## src/rtl/sd_spi_responder_if.sv

```systemverilog
`default_nettype none
// ============================================================================
// Module   : sd_spi_responder_if
// Purpose  : SPI link plus backing-RAM port bundle for the SD SPI responder.
//            The "slave" modport is the card side; the "master" modport is
//            the environment side (SPI host and the synchronous byte RAM).
// Signals  : cs (active-low), sclk, mosi, miso,
//            mem_addr, mem_rdata, mem_wdata, mem_we
// Revision : 1.0  initial release
// ============================================================================
interface sd_spi_responder_if #(
   parameter int ADDR_W = 16
);
   logic              cs;
   logic              sclk;
   logic              mosi;
   logic              miso;
   logic [ADDR_W-1:0] mem_addr;
   logic [7:0]        mem_rdata;
   logic [7:0]        mem_wdata;
   logic              mem_we;

   modport master (
      output cs, sclk, mosi, mem_rdata,
      input  miso, mem_addr, mem_wdata, mem_we
   );

   modport slave (
      input  cs, sclk, mosi, mem_rdata,
      output miso, mem_addr, mem_wdata, mem_we
   );
endinterface
`default_nettype wire

```

## src/rtl/sd_spi_responder.sv

```systemverilog
`default_nettype none
// ============================================================================
// Module   : sd_spi_responder
// Purpose  : SPI-mode SD card emulator backed by a synchronous byte RAM.
//            Decodes 48-bit command frames, answers with R1, serves CMD17
//            single-block reads and accepts CMD24 single-block writes.
// Ports    : clk, rst (async, active-high)
//            bus        - SPI pins and RAM port (slave modport)
//            card_idle  - R1 idle bit
//            state_dbg  - current FSM state encoding
// Revision : 1.0  initial release
// ============================================================================
module sd_spi_responder #(
   parameter int ADDR_W         = 16,
   parameter int ACMD41_RETRIES = 2,
   parameter int BUSY_BYTES     = 4
) (
   input  logic                 clk,
   input  logic                 rst,
   sd_spi_responder_if.slave    bus,
   output logic                 card_idle,
   output logic [3:0]           state_dbg
);
   localparam int         BLK_W          = ADDR_W - 9;
   localparam logic [7:0] c_acmd_retries = 8'(ACMD41_RETRIES);
   localparam logic [7:0] c_busy_last    = 8'(BUSY_BYTES - 1);

   typedef enum logic [3:0] {
      ST_WAIT_CMD      = 4'd0,
      ST_RX_CMD        = 4'd1,
      ST_NCR           = 4'd2,
      ST_SEND_R1       = 4'd3,
      ST_RD_TOKEN      = 4'd4,
      ST_RD_DATA       = 4'd5,
      ST_RD_CRC        = 4'd6,
      ST_WR_WAIT_TOKEN = 4'd7,
      ST_WR_DATA       = 4'd8,
      ST_WR_CRC        = 4'd9,
      ST_WR_RESP       = 4'd10,
      ST_WR_BUSY       = 4'd11
   } state_t;

   // Synchronisers; sclk carries one extra stage for edge detection.
   logic [1:0] r_cs_sync;
   logic [2:0] r_sclk_sync;
   logic [1:0] r_mosi_sync;

   state_t             r_state;
   logic [2:0]         r_bit_cnt;
   logic [6:0]         r_rx_shift;
   logic [6:0]         r_tx_shift;     // bits still to be shifted out
   logic [7:0]         r_tx_next;      // byte for the next slot
   logic               r_tx_src_mem;   // next slot takes mem_rdata instead
   logic               r_load_pending;
   logic               r_miso;
   logic [5:0]         r_cmd;
   logic [BLK_W-1:0]   r_blk;
   logic [7:0]         r_r1;
   logic               r_data_ok;
   logic [7:0]         r_cnt;
   logic [8:0]         r_idx;
   logic [15:0]        r_crc;
   logic               r_card_idle;
   logic               r_app_cmd;
   logic [7:0]         r_acmd_cnt;
   logic [ADDR_W-1:0]  r_mem_addr;
   logic [7:0]         r_mem_wdata;
   logic               r_mem_we;

   logic       w_cs_high;
   logic       w_sclk_rise;
   logic       w_sclk_fall;
   logic [7:0] w_rx_byte;
   logic [7:0] w_load_byte;

   function automatic logic [15:0] crc16_byte(input logic [15:0] crc_in,
                                              input logic [7:0]  data);
      logic [15:0] c;
      c = crc_in;
      for (int i = 7; i >= 0; i--) begin
         if (c[15] ^ data[i]) c = {c[14:0], 1'b0} ^ 16'h1021;
         else                 c = {c[14:0], 1'b0};
      end
      return c;
   endfunction

   assign w_cs_high   = r_cs_sync[1];
   assign w_sclk_rise =  r_sclk_sync[1] & ~r_sclk_sync[2];
   assign w_sclk_fall = ~r_sclk_sync[1] &  r_sclk_sync[2];
   assign w_rx_byte   = {r_rx_shift, r_mosi_sync[1]};
   assign w_load_byte = r_tx_src_mem ? bus.mem_rdata : r_tx_next;

   always_ff @(posedge clk or posedge rst) begin
      if (rst) begin
         r_cs_sync   <= 2'b11;
         r_sclk_sync <= 3'b000;
         r_mosi_sync <= 2'b11;
      end else begin
         r_cs_sync   <= {r_cs_sync[0], bus.cs};
         r_sclk_sync <= {r_sclk_sync[1:0], bus.sclk};
         r_mosi_sync <= {r_mosi_sync[0], bus.mosi};
      end
   end

   always_ff @(posedge clk or posedge rst) begin
      if (rst) begin
         r_state        <= ST_WAIT_CMD;
         r_bit_cnt      <= 3'd0;
         r_rx_shift     <= 7'd0;
         r_tx_shift     <= 7'h7F;
         r_tx_next      <= 8'hFF;
         r_tx_src_mem   <= 1'b0;
         r_load_pending <= 1'b0;
         r_miso         <= 1'b1;
         r_cmd          <= 6'd0;
         r_blk          <= '0;
         r_r1           <= 8'hFF;
         r_data_ok      <= 1'b0;
         r_cnt          <= 8'd0;
         r_idx          <= 9'd0;
         r_crc          <= 16'h0000;
         r_card_idle    <= 1'b1;
         r_app_cmd      <= 1'b0;
         r_acmd_cnt     <= 8'd0;
         r_mem_addr     <= '0;
         r_mem_wdata    <= 8'd0;
         r_mem_we       <= 1'b0;
      end else begin
         r_mem_we <= 1'b0;
         if (w_cs_high) begin
            // Deselect drops the transaction; card-level state is retained.
            r_state        <= ST_WAIT_CMD;
            r_bit_cnt      <= 3'd0;
            r_tx_shift     <= 7'h7F;
            r_tx_next      <= 8'hFF;
            r_tx_src_mem   <= 1'b0;
            r_load_pending <= 1'b0;
            r_miso         <= 1'b1;
         end else begin
            if (w_sclk_fall) begin
               if (r_load_pending) begin
                  r_load_pending <= 1'b0;
                  r_miso         <= w_load_byte[7];
                  r_tx_shift     <= w_load_byte[6:0];
                  if (r_tx_src_mem) r_crc <= crc16_byte(r_crc, bus.mem_rdata);
               end else begin
                  r_miso     <= r_tx_shift[6];
                  r_tx_shift <= {r_tx_shift[5:0], 1'b1};
               end
            end
            if (w_sclk_rise) begin
               r_rx_shift <= w_rx_byte[6:0];
               r_bit_cnt  <= r_bit_cnt + 3'd1;
               if (r_bit_cnt == 3'd7) begin
                  // Byte complete: choose what goes out in the following slot.
                  r_load_pending <= 1'b1;
                  r_tx_next      <= 8'hFF;
                  r_tx_src_mem   <= 1'b0;
                  case (r_state)
                     ST_WAIT_CMD: begin
                        if (w_rx_byte[7:6] == 2'b01) begin
                           r_cmd   <= w_rx_byte[5:0];
                           r_cnt   <= 8'd0;
                           r_state <= ST_RX_CMD;
                        end
                     end
                     ST_RX_CMD: begin
                        if (r_cnt == 8'd4) begin
                           // CRC7 byte: discard it and decode the command.
                           r_state   <= ST_NCR;
                           r_data_ok <= 1'b0;
                           r_app_cmd <= (r_cmd == 6'd55);
                           if (r_cmd == 6'd0) begin
                              r_card_idle <= 1'b1;
                              r_acmd_cnt  <= 8'd0;
                              r_r1        <= 8'h01;
                           end else if (r_cmd == 6'd55) begin
                              r_r1 <= {7'd0, r_card_idle};
                           end else if (r_cmd == 6'd41 && r_app_cmd) begin
                              if (r_acmd_cnt < c_acmd_retries) begin
                                 r_acmd_cnt <= r_acmd_cnt + 8'd1;
                                 r_r1       <= 8'h01;
                              end else begin
                                 r_card_idle <= 1'b0;
                                 r_r1        <= 8'h00;
                              end
                           end else if (r_cmd == 6'd16) begin
                              r_r1 <= {7'd0, r_card_idle};
                           end else if (r_cmd == 6'd17 || r_cmd == 6'd24) begin
                              if (r_card_idle) begin
                                 r_r1 <= 8'h05;
                              end else begin
                                 r_r1      <= 8'h00;
                                 r_data_ok <= 1'b1;
                              end
                           end else begin
                              r_r1 <= 8'h04 | {7'd0, r_card_idle};
                           end
                        end else begin
                           // Only the low block-number bits survive; upper
                           // argument bits fall off, so block numbers wrap.
                           r_blk <= BLK_W'({r_blk, w_rx_byte});
                           r_cnt <= r_cnt + 8'd1;
                        end
                     end
                     ST_NCR: begin
                        r_tx_next <= r_r1;
                        r_state   <= ST_SEND_R1;
                     end
                     ST_SEND_R1: begin
                        if (r_data_ok && r_cmd == 6'd17) begin
                           r_tx_next  <= 8'hFE;
                           r_idx      <= 9'd0;
                           r_mem_addr <= {r_blk, 9'd0};
                           r_crc      <= 16'h0000;
                           r_state    <= ST_RD_TOKEN;
                        end else if (r_data_ok && r_cmd == 6'd24) begin
                           r_state <= ST_WR_WAIT_TOKEN;
                        end else begin
                           r_state <= ST_WAIT_CMD;
                        end
                     end
                     ST_RD_TOKEN: begin
                        r_tx_src_mem <= 1'b1;
                        r_state      <= ST_RD_DATA;
                     end
                     ST_RD_DATA: begin
                        if (r_idx == 9'd511) begin
                           r_tx_next <= r_crc[15:8];
                           r_cnt     <= 8'd0;
                           r_state   <= ST_RD_CRC;
                        end else begin
                           // Address moves at the rise; the byte is taken at
                           // the next fall, several clk later.
                           r_idx        <= r_idx + 9'd1;
                           r_mem_addr   <= {r_blk, r_idx + 9'd1};
                           r_tx_src_mem <= 1'b1;
                        end
                     end
                     ST_RD_CRC: begin
                        if (r_cnt == 8'd0) begin
                           r_tx_next <= r_crc[7:0];
                           r_cnt     <= 8'd1;
                        end else begin
                           r_state <= ST_WAIT_CMD;
                        end
                     end
                     ST_WR_WAIT_TOKEN: begin
                        if (w_rx_byte == 8'hFE) begin
                           r_idx   <= 9'd0;
                           r_state <= ST_WR_DATA;
                        end else if (w_rx_byte != 8'hFF) begin
                           r_state <= ST_WAIT_CMD;
                        end
                     end
                     ST_WR_DATA: begin
                        r_mem_addr  <= {r_blk, r_idx};
                        r_mem_wdata <= w_rx_byte;
                        r_mem_we    <= 1'b1;
                        if (r_idx == 9'd511) begin
                           r_cnt   <= 8'd0;
                           r_state <= ST_WR_CRC;
                        end else begin
                           r_idx <= r_idx + 9'd1;
                        end
                     end
                     ST_WR_CRC: begin
                        if (r_cnt == 8'd1) begin
                           r_tx_next <= 8'h05;
                           r_state   <= ST_WR_RESP;
                        end else begin
                           r_cnt <= 8'd1;
                        end
                     end
                     ST_WR_RESP: begin
                        r_tx_next <= 8'h00;
                        r_cnt     <= 8'd0;
                        r_state   <= ST_WR_BUSY;
                     end
                     ST_WR_BUSY: begin
                        if (r_cnt == c_busy_last) begin
                           r_state <= ST_WAIT_CMD;
                        end else begin
                           r_tx_next <= 8'h00;
                           r_cnt     <= r_cnt + 8'd1;
                        end
                     end
                     default: r_state <= ST_WAIT_CMD;
                  endcase
               end
            end
         end
      end
   end

   assign bus.miso      = r_miso;
   assign bus.mem_addr  = r_mem_addr;
   assign bus.mem_wdata = r_mem_wdata;
   assign bus.mem_we    = r_mem_we;
   assign card_idle     = r_card_idle;
   assign state_dbg     = r_state;

endmodule
`default_nettype wire

```

## src/flat_wrapper.sv

```systemverilog
// flat-port wrapper written by rule: the top's interface ports become plain ports
module sd_spi_responder_flat 
#(
   parameter int ADDR_W         = 16,
   parameter int ACMD41_RETRIES = 2,
   parameter int BUSY_BYTES     = 4
)
  (clk, rst, card_idle, state_dbg, bus_cs, bus_sclk, bus_mosi, bus_mem_rdata, bus_miso, bus_mem_addr, bus_mem_wdata, bus_mem_we);
  sd_spi_responder_if #(.ADDR_W(ADDR_W)) bus_i ();
  input  logic clk;
  input  logic rst;
  output logic card_idle;
  output logic [3:0] state_dbg;
  input wire logic [$bits(bus_i.cs)-1:0] bus_cs;
  input wire logic [$bits(bus_i.sclk)-1:0] bus_sclk;
  input wire logic [$bits(bus_i.mosi)-1:0] bus_mosi;
  input wire logic [$bits(bus_i.mem_rdata)-1:0] bus_mem_rdata;
  output wire logic [$bits(bus_i.miso)-1:0] bus_miso;
  output wire logic [$bits(bus_i.mem_addr)-1:0] bus_mem_addr;
  output wire logic [$bits(bus_i.mem_wdata)-1:0] bus_mem_wdata;
  output wire logic [$bits(bus_i.mem_we)-1:0] bus_mem_we;
  assign bus_i.cs = bus_cs;
  assign bus_i.sclk = bus_sclk;
  assign bus_i.mosi = bus_mosi;
  assign bus_i.mem_rdata = bus_mem_rdata;
  assign bus_miso = bus_i.miso;
  assign bus_mem_addr = bus_i.mem_addr;
  assign bus_mem_wdata = bus_i.mem_wdata;
  assign bus_mem_we = bus_i.mem_we;
  sd_spi_responder #(.ADDR_W(ADDR_W), .ACMD41_RETRIES(ACMD41_RETRIES), .BUSY_BYTES(BUSY_BYTES)) u_core (.clk(clk), .rst(rst), .bus(bus_i), .card_idle(card_idle), .state_dbg(state_dbg));
endmodule
```

## config.mk

```make
export PLATFORM = sky130hd
export DESIGN_NAME = sd_spi_responder_flat
export DESIGN_NICKNAME = d
export VERILOG_FILES = /design/src/rtl/sd_spi_responder_if.sv /design/src/rtl/sd_spi_responder.sv /design/src/flat_wrapper.sv
export SDC_FILE = /design/constraint.sdc
export NUM_CORES = 1
export LEC_CHECK = 0
export CELL_PAD_IN_SITES_DETAIL_PLACEMENT = 2
export CELL_PAD_IN_SITES_GLOBAL_PLACEMENT = 2
export CORE_UTILIZATION = 40
export DETAILED_ROUTE_END_ITERATION = 10
export PLACE_DENSITY_LB_ADDON = 0.1
export SLEW_MARGIN = 20
export SYNTH_ARGS = -nofsm -noshare
export SYNTH_HDL_FRONTEND = slang
export SYNTH_SLANG_ARGS = --single-unit
```

## constraint.sdc

```tcl
create_clock -name clk -period 8.23 [get_ports clk]
set_clock_uncertainty 0.1 [all_clocks]
set_input_delay 0.823 -clock clk [delete_from_list [all_inputs] [get_ports clk]]
set_output_delay 0.823 -clock clk [all_outputs]
set_load 0.02 [all_outputs]
```

Word-level counts from Yosys, hierarchy flattened. Cells that the tools add are included.

Word-level logic and storage cells: 247. Output and inout port bits: 31. Register bits after elaboration: 129.

Add/sub/neg operators: 4. Bitwise operators: 22. Reduce and logical (&&, ||, !) cells: 28. Multiplexer cells: 124. Magnitude comparators: 1. Eq/ne operators: 44.

Operators by type and width (count): $mux W16 (37); $mux W8 (22); $pmux W8 S7 (2); $mux W13 (8); $mux W4 (13); $pmux W16 S3 (1); $pmux W4 S12 (1); $mux W1 (27); $mux W9 (3); $pmux W9 S3 (1); $not A3 Y3 (8); $mux W7 (3); $reduce_and A10 Y1 (2); $eq A6 B5 Y1 const B (3); $ne A3 B1 Y1 const B (6); $add A8 B1 Y8 const B (2); $eq A4 B3 Y1 const B (4); $eq A4 B4 Y1 const B (4); $reduce_and A8 Y1 (2); $mux W3 (5); $reduce_and A5 Y1 (3); $eq A6 B6 Y1 const B (2); $ne A2 B1 Y1 const B (6); $ne A2 B2 Y1 const B (6); 32 further kinds (52).

Longest topological paths before layout. Gate-level depths: netlist of run 1.

Word-level depth: 51. Gate-level depth with buffers: 11. Depth with buffers taken out: 10.

Worst setup path after synthesis of run 1. OpenSTA, ideal clock, no wires.

Path type: register to register. From: register u_core.r_idx[0]. To: register u_core.r_cnt[4]. Arrival: 2.595 ns. Setup slack: 5.397 ns. Cell stages (with the launch flop): 12. Cells stage by stage: dfrtp_1 ha_1 and3_1 and3_1 and3_1 ha_1 a211o_1 o32a_1 nor2_1 or3_1 buf_2 o41ai_1.

Longest elaborated chain between the ends: 3.

RTL lines: start, declared (RTL line sd_spi_responder.sv:61) `logic [8:0] r_idx;`; start signal, assigned (RTL line sd_spi_responder.sv:235) `r_idx <= r_idx + 9'd1;`; start signal, assigned (RTL line sd_spi_responder.sv:264) `r_idx <= r_idx + 9'd1;`; $eq A9 B9 Y1 (RTL line sd_spi_responder.sv:228, sd_spi_responder.sv:260); $ne A2 B1 Y1 (no line); $reduce_and A10 Y1 (no line); end signal, assigned (RTL line sd_spi_responder.sv:203) `r_cnt <= r_cnt + 8'd1;`; end signal, assigned (RTL line sd_spi_responder.sv:285) `r_cnt <= r_cnt + 8'd1;`; end, declared (RTL line sd_spi_responder.sv:60) `logic [7:0] r_cnt;`.

Every way passes these cells. A chain may end at the register's enable or synchronous reset.

Worst setup path after layout of run 1. Same ends and word-level chain as after synthesis.

==> summary.txt, run 1 <==
Finish
  • Layout cells sized above 1: between 10% and 20%
  • Fill cells: about 1600
  • Final #Nets: ~670
  • Post-Layout Inst Area: about 7600 sq um
  • Commonest non-fill, non-tap cells in the layout: dfrtp_1 (100), nor2_1 (57), clkdlybuf4s50_1 (43), o21ai_0 (42), mux2_2 (35)
  • Commonest non-fill, non-tap cell in the layout: dfrtp_1
  • Layout overhead on the synthesized area: 19.6%
  • Antenna Diode Count: 0

Synth
  • Post-Syn Area: between 6000 and 7000 sq um
  • Fraction of registers with async set/reset: 100%
  • Netlist cell types: 67
  • Sequential fraction of the synthesis area: roughly half
  • Syn Area/Cell: between 10 and 15 sq um
  • Top FF cell, synth: dfrtp_1
  • Syn nets: 634
  • Synth Register Bits: around 120
  • Post-synth top area share: about two fifths
  • Cell taking the most area after synthesis: dfrtp_1
  • Cells after Synth: between 600 and 700
  • Post-synth EDFFs: 0
  • YS warnings: 0
  • Main area contributors after synthesis: dfrtp_1 (39%), dfstp_2 (9.9%), mux2_2 (6.2%)

Drt
  • 1st-iter DRT viols: between 150 and 200
  • Via count: between 4000 and 5000
  • Routed Antenna Nets: 0
  • Initial DRT Pass Iterations: 4
  • Total wire length: between 15000 and 20000 um
  • Wire per inst: 22.1 um
  • Vias per inst: around 5.8
  • Remaining DRCs: 0

Clocking
  • CTS tree: yes
  • Cts hold-fix bufs: 0
  • CTS root buf: clkbuf_16
  • Worst-path clk slew: roughly 0.070 ns
  • H-tree depth: 4
  • CTS buffer count: 17
  • Postcts setup bufs: 0
  • Clk Latency, worst-skew pair: approximately 0.44 ns
  • Clock Path Buffers: 2
  • Clock sink total: between 100 and 150
  • CTS resizes: 0

Critical path
  • CP Data Arrival Time: about 3.6 ns
  • Largest stage delay on the critical path: about 0.49 ns
  • Crit-path slowest cell: nor2_1
  • Buf/Inv on CP: 0
  • Crit path capture type: flop
  • Maximum net fanout on the critical path: 8
  • CP top delay family: simple AND/OR/NAND/NOR gates
  • Startpoint Class: flop
  • Crit path cell chain: ha_1, and3_1, and3_1, and3_1, ha_1, a211o_1, o32a_1, nor2_1, or3_1, o41ai_1
  • Worst path most repeated cell: and3_1
  • Critical Path RT: between 8 and 9 ns
  • Setup CP Type: flop to flop

Place
  • Post-DP HPWL: approximately 13000 um
  • Area post-placement: around 7000 sq um
  • GP Congestion: ~0.81
  • Port Buffer Count: 43

Pwr
  • Max VDD drop: 0.145 mV
  • Power Density: approximately 200 nW/um^2
  • Switching Share: between 20% and 30%
  • Sequential Power Share: between 40% and 50%
  • Comb pwr share: around 4.8%
  • Internal: about 1.2 mW
  • NetSw: a little under 0.4 mW
  • Leak: approximately 3.3 nW
  • Clk pwr share: between 50% and 60%

GRT
  • Grt ovf: 0
  • Global-route wire length before repair: around 32000 um
  • GRT Total Usage: ~25%
  • Pin count of the biggest net entering global routing: between 70 and 80
  • Initial antenna violation count: 0
  • Vias in the first global route: roughly 5600

STA
  • Setup violations, final: 0
  • RSZ-0062 raised after global routing: no
  • Tcrit/Tclk final: between 40% and 50%
  • Min Tclk post-route: around 3.4 ns
  • Fin. Hold Viols: 0
  • Fmax: just under 300 MHz
  • Post-Route Setup TNS: 0 ns
  • Slew of the pin with the lowest slew margin: about 1.0 ns
  • Max transition margin: 30.6%
  • Final-report max-slew violation count: 0

Run status
  • Outcome: completed

Flow run
  • Max-cap viol count: 0

Die
  • Core Region: approximately 15000 sq um
  • Die Y: about 130 um
  • FP Rows: 45
  • Initial Utilization: around 41%
  • Die X: roughly 130 um
  • # IOs: 44
  • Die area: ~16000 sq um

Worst hold path
  • Worst hold-check path type: flop to flop
[final cells by class]
cell class	instances	area, sq um	share of cell area [%]
Clock buffer	18	429	5.61
Clock inverter	14	206	2.70
Inverter	18	70.1	0.916
Multi-Input combinational cell	431	3050	39.8
Sequential cell	124	3130	41.0
Tap cell	211	264	3.45
Timing Repair Buffer	52	498	6.51
[registers in the layout, indices dropped and copies added (netlist names), 4 cells and up]
| name | cells |
|---|---|
| u_core.bus.mem_wdata | 8 |
| u_core.r_acmd_cnt | 8 |
| u_core.r_tx_shift | 7 |
| u_core.r_idx | 9 |
| u_core.bus.mem_addr | 16 |
| u_core.state_dbg | 4 |
| u_core.r_crc | 16 |
| u_core.r_cmd | 6 |
| u_core.r_rx_shift | 7 |
| u_core.r_cnt | 8 |
| u_core.r_tx_next | 8 |
| u_core.r_blk | 7 |
[cells in the mapped netlist (all sizes together), types with 11 or more instances]
cell,n
dfrtp,100
nor2,57
o21ai,42
mux2,35
nand2,34
clkbuf,26
dfstp,24
mux2i,20
a21oi,19
inv,18
xor2,17
buf,13
a22o,12
o41ai,12
and3,11
nor3,11
[cells by family (layout without fill, tap and decap cells)]
logic type	Yosys count	count (layout)	synth area share (%)
AND/OR/NAND/NOR	191	191	16.5
adder cells (fa/ha/maj)	9	9	1.76
XOR/XNOR	27	27	3.70
AO/OA/AOI/OAI	149	149	16.2
buffers and inverters	57	102	3.54
flip-flops	124	124	49.0
multiplexers	55	55	9.29
[metrics by stage]
stage / instances / hold slack (ns) / worst slack [ns] / util (%) / power (mW)
after CTS: 868 / 0.256 / 4.78 / 49.6 / 1.58
after floorplan: 612 / 0.231 / 4.05 / - / 0.712
final: 868 / 0.247 / 4.80 / 49.6 / 1.57
after global routing: 868 / 0.264 / 4.48 / 49.6 / 1.62
after detailed placement: 836 / 0.243 / 4.81 / 45.5 / 0.750
after global placement: 836 / 0.239 / 4.99 / 45.5 / 0.746
[layer usage]
| layer | vias to the layer above | share of wire (%) | track usage [%] |
|---|---|---|---|
| li1 | 2308 | - | - |
| met1 | 2605 | 47 | 33.8 |
| met2 | 69 | 49 | 41.5 |
| met3 | 13 | 3.1 | 5.03 |
| met4 | 0 | 1.1 | 6.85 |
| met5 | - | 0 | 0 |
[power groups by stage]
stage	clock (mW)	sequential, mW	combinational, mW
after detailed placement	0	0.674	0.0755
after floorplan	0	0.658	0.0540
after global placement	0	0.673	0.0727
after global routing	0.865	0.669	0.0839
final	0.830	0.664	0.0760
after CTS	0.840	0.664	0.0778
[path summary, 6_finish.rpt]
| kind | startpoint | end | slack [ns] | depth (start not counted) |
|---|---|---|---|---|
| min | u_core.r_sclk_sync[0] | u_core.r_sclk_sync[1] | 0.25 | 0 |
| min reg2reg | u_core.r_sclk_sync[0] | u_core.r_sclk_sync[1] | 0.25 | 0 |
| max reg2reg | u_core.r_idx[0] | u_core.r_cnt[4] | 4.80 | 10 |
| max in group asynchronous | rst | u_core.r_idx[3] | 5.86 | 3 |
| max | u_core.r_idx[0] | u_core.r_cnt[4] | 4.80 | 10 |
| min in group asynchronous | rst | u_core.r_cnt[6] | 0.76 | 2 |
No activity file was read; power rests on OpenSTA's default activity.
==> run 2, diff against run 1 <==
CORE_UTILIZATION = 35   (was 40)
clock period = 2.8 ns   (was 8.23 ns; I/O delays follow)
==> run 2 against run 1 <==
Effect of this change: via count rose by 2.9%; count of clock-buffer cells in the layout fell by 1; die area rose by 14%; critical path type unchanged; fmax rose by 29%; setup slack got worse by 4.7 ns; sequential share of layout area fell by 1.6 points; cell area rose by 4.1%.
==> summary.txt, run 2 (synthesis gave the netlist of run 1 again) <==
Run status
  • Outcome: completed

Die
  • Core Region: approximately 18000 sq um
  • FP Rows: slightly below 50
  • # IOs: between 40 and 50
  • Die area: roughly 19000 sq um
  • Die Y: 137 um
  • Die X: 137 um
  • Initial Utilization: 35.6%

Pwr
  • Sequential Power Share: 44.5%
  • Comb pwr share: between 5 and 6%
  • Leak: 3.46 nW
  • Switching Share: between 20% and 30%
  • Power Density: roughly 550 nW/um^2
  • Max VDD drop: ~0.42 mV
  • Final Total Pwr: around 4.4 mW
  • Clk pwr share: approximately half
  • NetSw: around 1.2 mW
  • Internal: approximately 3.2 mW

STA
  • Min Tclk post-route: roughly 2.7 ns
  • Max transition margin: a little over a third
  • Tcrit/Tclk final: 95.1%
  • Final-report max-slew violation count: 0
  • Setup violations, final: 0
  • Fmax: 376 MHz
  • Final worst slack: about 0.14 ns
  • Post-Route Setup TNS: 0 ns
  • Slew of the pin with the lowest slew margin: roughly 0.96 ns
  • Fin. Hold Viols: 0
  • Worst hold margin: about 0.16 ns

Critical path
  • Setup CP Type: flop to flop
  • CP Data Arrival Time: between 2 and 3 ns
  • Worst path most repeated cell: and3_4
  • Crit path capture type: flop
  • Critical Path RT: 3.01 ns
  • Crit path cell chain: ha_2, and3_4, and3_4, and3_4, ha_4, a211o_1, o32a_1, o221ai_2, or4b_1, a32o_1
  • Startpoint Class: flop
  • Crit-path slowest cell: or4b_1
  • Maximum net fanout on the critical path: 3
  • Largest stage delay on the critical path: 0.49 ns

Clocking
  • Clk Latency, worst-skew pair: between 0.4 and 0.5 ns
  • CTS buffer count: 17
  • Worst-path clk slew: roughly 0.060 ns
  • Clock Path Buffers: 2
  • Cts hold-fix bufs: 0
  • CTS tree: yes
  • CTS root buf: clkbuf_16
  • H-tree depth: 4
  • Clock sink total: approximately 120

Place
  • GP Congestion: 0.803
  • Post-Place Setup Slack: -0.0440 ns
  • Post-DP HPWL: approximately 13000 um
  • Port Buffer Count: 43
  • Placed cells: ~900

Finish
  • Layout overhead on the synthesized area: 24.5%
  • Commonest non-fill, non-tap cells in the layout: dfrtp_1 (100), nor2_1 (56), clkdlybuf4s50_1 (43), o21ai_0 (42), buf_4 (42)
  • Final #Nets: roughly 700
  • Antenna Diode Count: 0
  • Area of the multi-input gates: 3110 sq um
  • Layout cells sized above 1: 22.8%
  • Reg area: between 3000 and 4000 sq um
  • Fill cells: 1835
  • Final std cells w/o fill: 921
  • Commonest non-fill, non-tap cell in the layout: dfrtp_1

Drt
  • 1st-iter DRT viols: around 200
  • Routed Antenna Nets: 0
  • Via count: ~5000
  • Total wire length: between 15000 and 20000 um
  • Vias per inst: roughly 5.6
  • Remaining DRCs: 0
  • Initial DRT Pass Iterations: 4
  • Wire per inst: 20.5 um

GRT
  • Grt ovf: 0
  • Vias in the first global route: roughly 5700
  • Global-route wire length before repair: around 31000 um
  • Initial antenna violation count: 0
  • Pin count of the biggest net entering global routing: 76
  • GRT Total Usage: a little over a fifth

Flow run
  • Max-cap viol count: 0

Worst hold path
  • Worst hold-check path type: input port to flop
[run 2: changes by cell type in the layout (fill, tap and decap cells not counted), moves of 3 or more]
| cell | change |
|---|---|
| buf_4 | +33 |
| and3_1 | -3 |
| clkinvlp_4 | +3 |
| inv_6 | +3 |
| bufinv_16 | -3 |
| and3_4 | +3 |
[run 2: area by class of cell]
| class | instances | share of cell area [%] |
|---|---|---|
| repair buffers | 87 | 9.87 |
| inverters | 18 | 0.896 |
| clock inverters | 15 | 1.87 |
| flip-flops and latches | 124 | 39.4 |
| well taps | 229 | 3.60 |
| clock buffers | 17 | 5.34 |
| multi-input cells | 431 | 39.1 |
[run 2: routing by layer]
| metal | routed length [um] | up-vias | GRT usage, % |
|---|---|---|---|
| li1 | - | 2375 | - |
| met1 | 8650 | 2654 | 27.9 |
| met2 | 9470 | 84 | 37.6 |
| met3 | 462 | 27 | 3.64 |
| met4 | 328 | 0 | 7.75 |
| met5 | 0 | - | 0 |
[run 2: path summary, 6_finish.rpt]
kind / from / to / slack, ns / depth (start not counted)
hold / removal: bus_cs / u_core.r_cs_sync[0] / 0.16 / 1
min in group asynchronous: rst / u_core.r_cnt[6] / 0.21 / 3
setup reg to reg: u_core.r_idx[0] / u_core.state_dbg[3] / 0.14 / 10
setup / recovery: u_core.r_idx[0] / u_core.state_dbg[3] / 0.14 / 10
max in group asynchronous: rst / u_core.r_cs_sync[1] / 1.96 / 3
hold reg to reg: u_core.r_sclk_sync[0] / u_core.r_sclk_sync[1] / 0.25 / 0
[run 2: repair_timing]
action	CTS	global route
gates cloned	0	0
gates resized for setup	4	7
setup buffers	0	1
pin swaps	3	2
setup endpoints to repair	3	10
[run 2: through the flow]
stage,area [sq um],util (%)
6_report,7960,44.3
4_1_cts,7910,44.0
3_5_place_dp,7320,40.7
3_3_place_gp,7320,40.7
2_1_floorplan,6400,-
5_1_grt,7960,44.3
[run 2: power by group through the flow]
stage | Clock (mW) | Combinational, mW | Sequential, mW
floorplan | 0 | 0.162 | 1.93
global placement | 0 | 0.244 | 1.98
detailed placement | 0 | 0.255 | 1.98
CTS | 2.22 | 0.258 | 1.95
global route | 2.29 | 0.280 | 1.96
finish | 2.17 | 0.255 | 1.94
[run 2: critical path, delay by kind of cell (launching register included)]
kind	cells	cell delay, ns
simple gates	4	1.09
flops	1	0.36
compound gates	4	0.67
fa+ha+maj	2	0.33
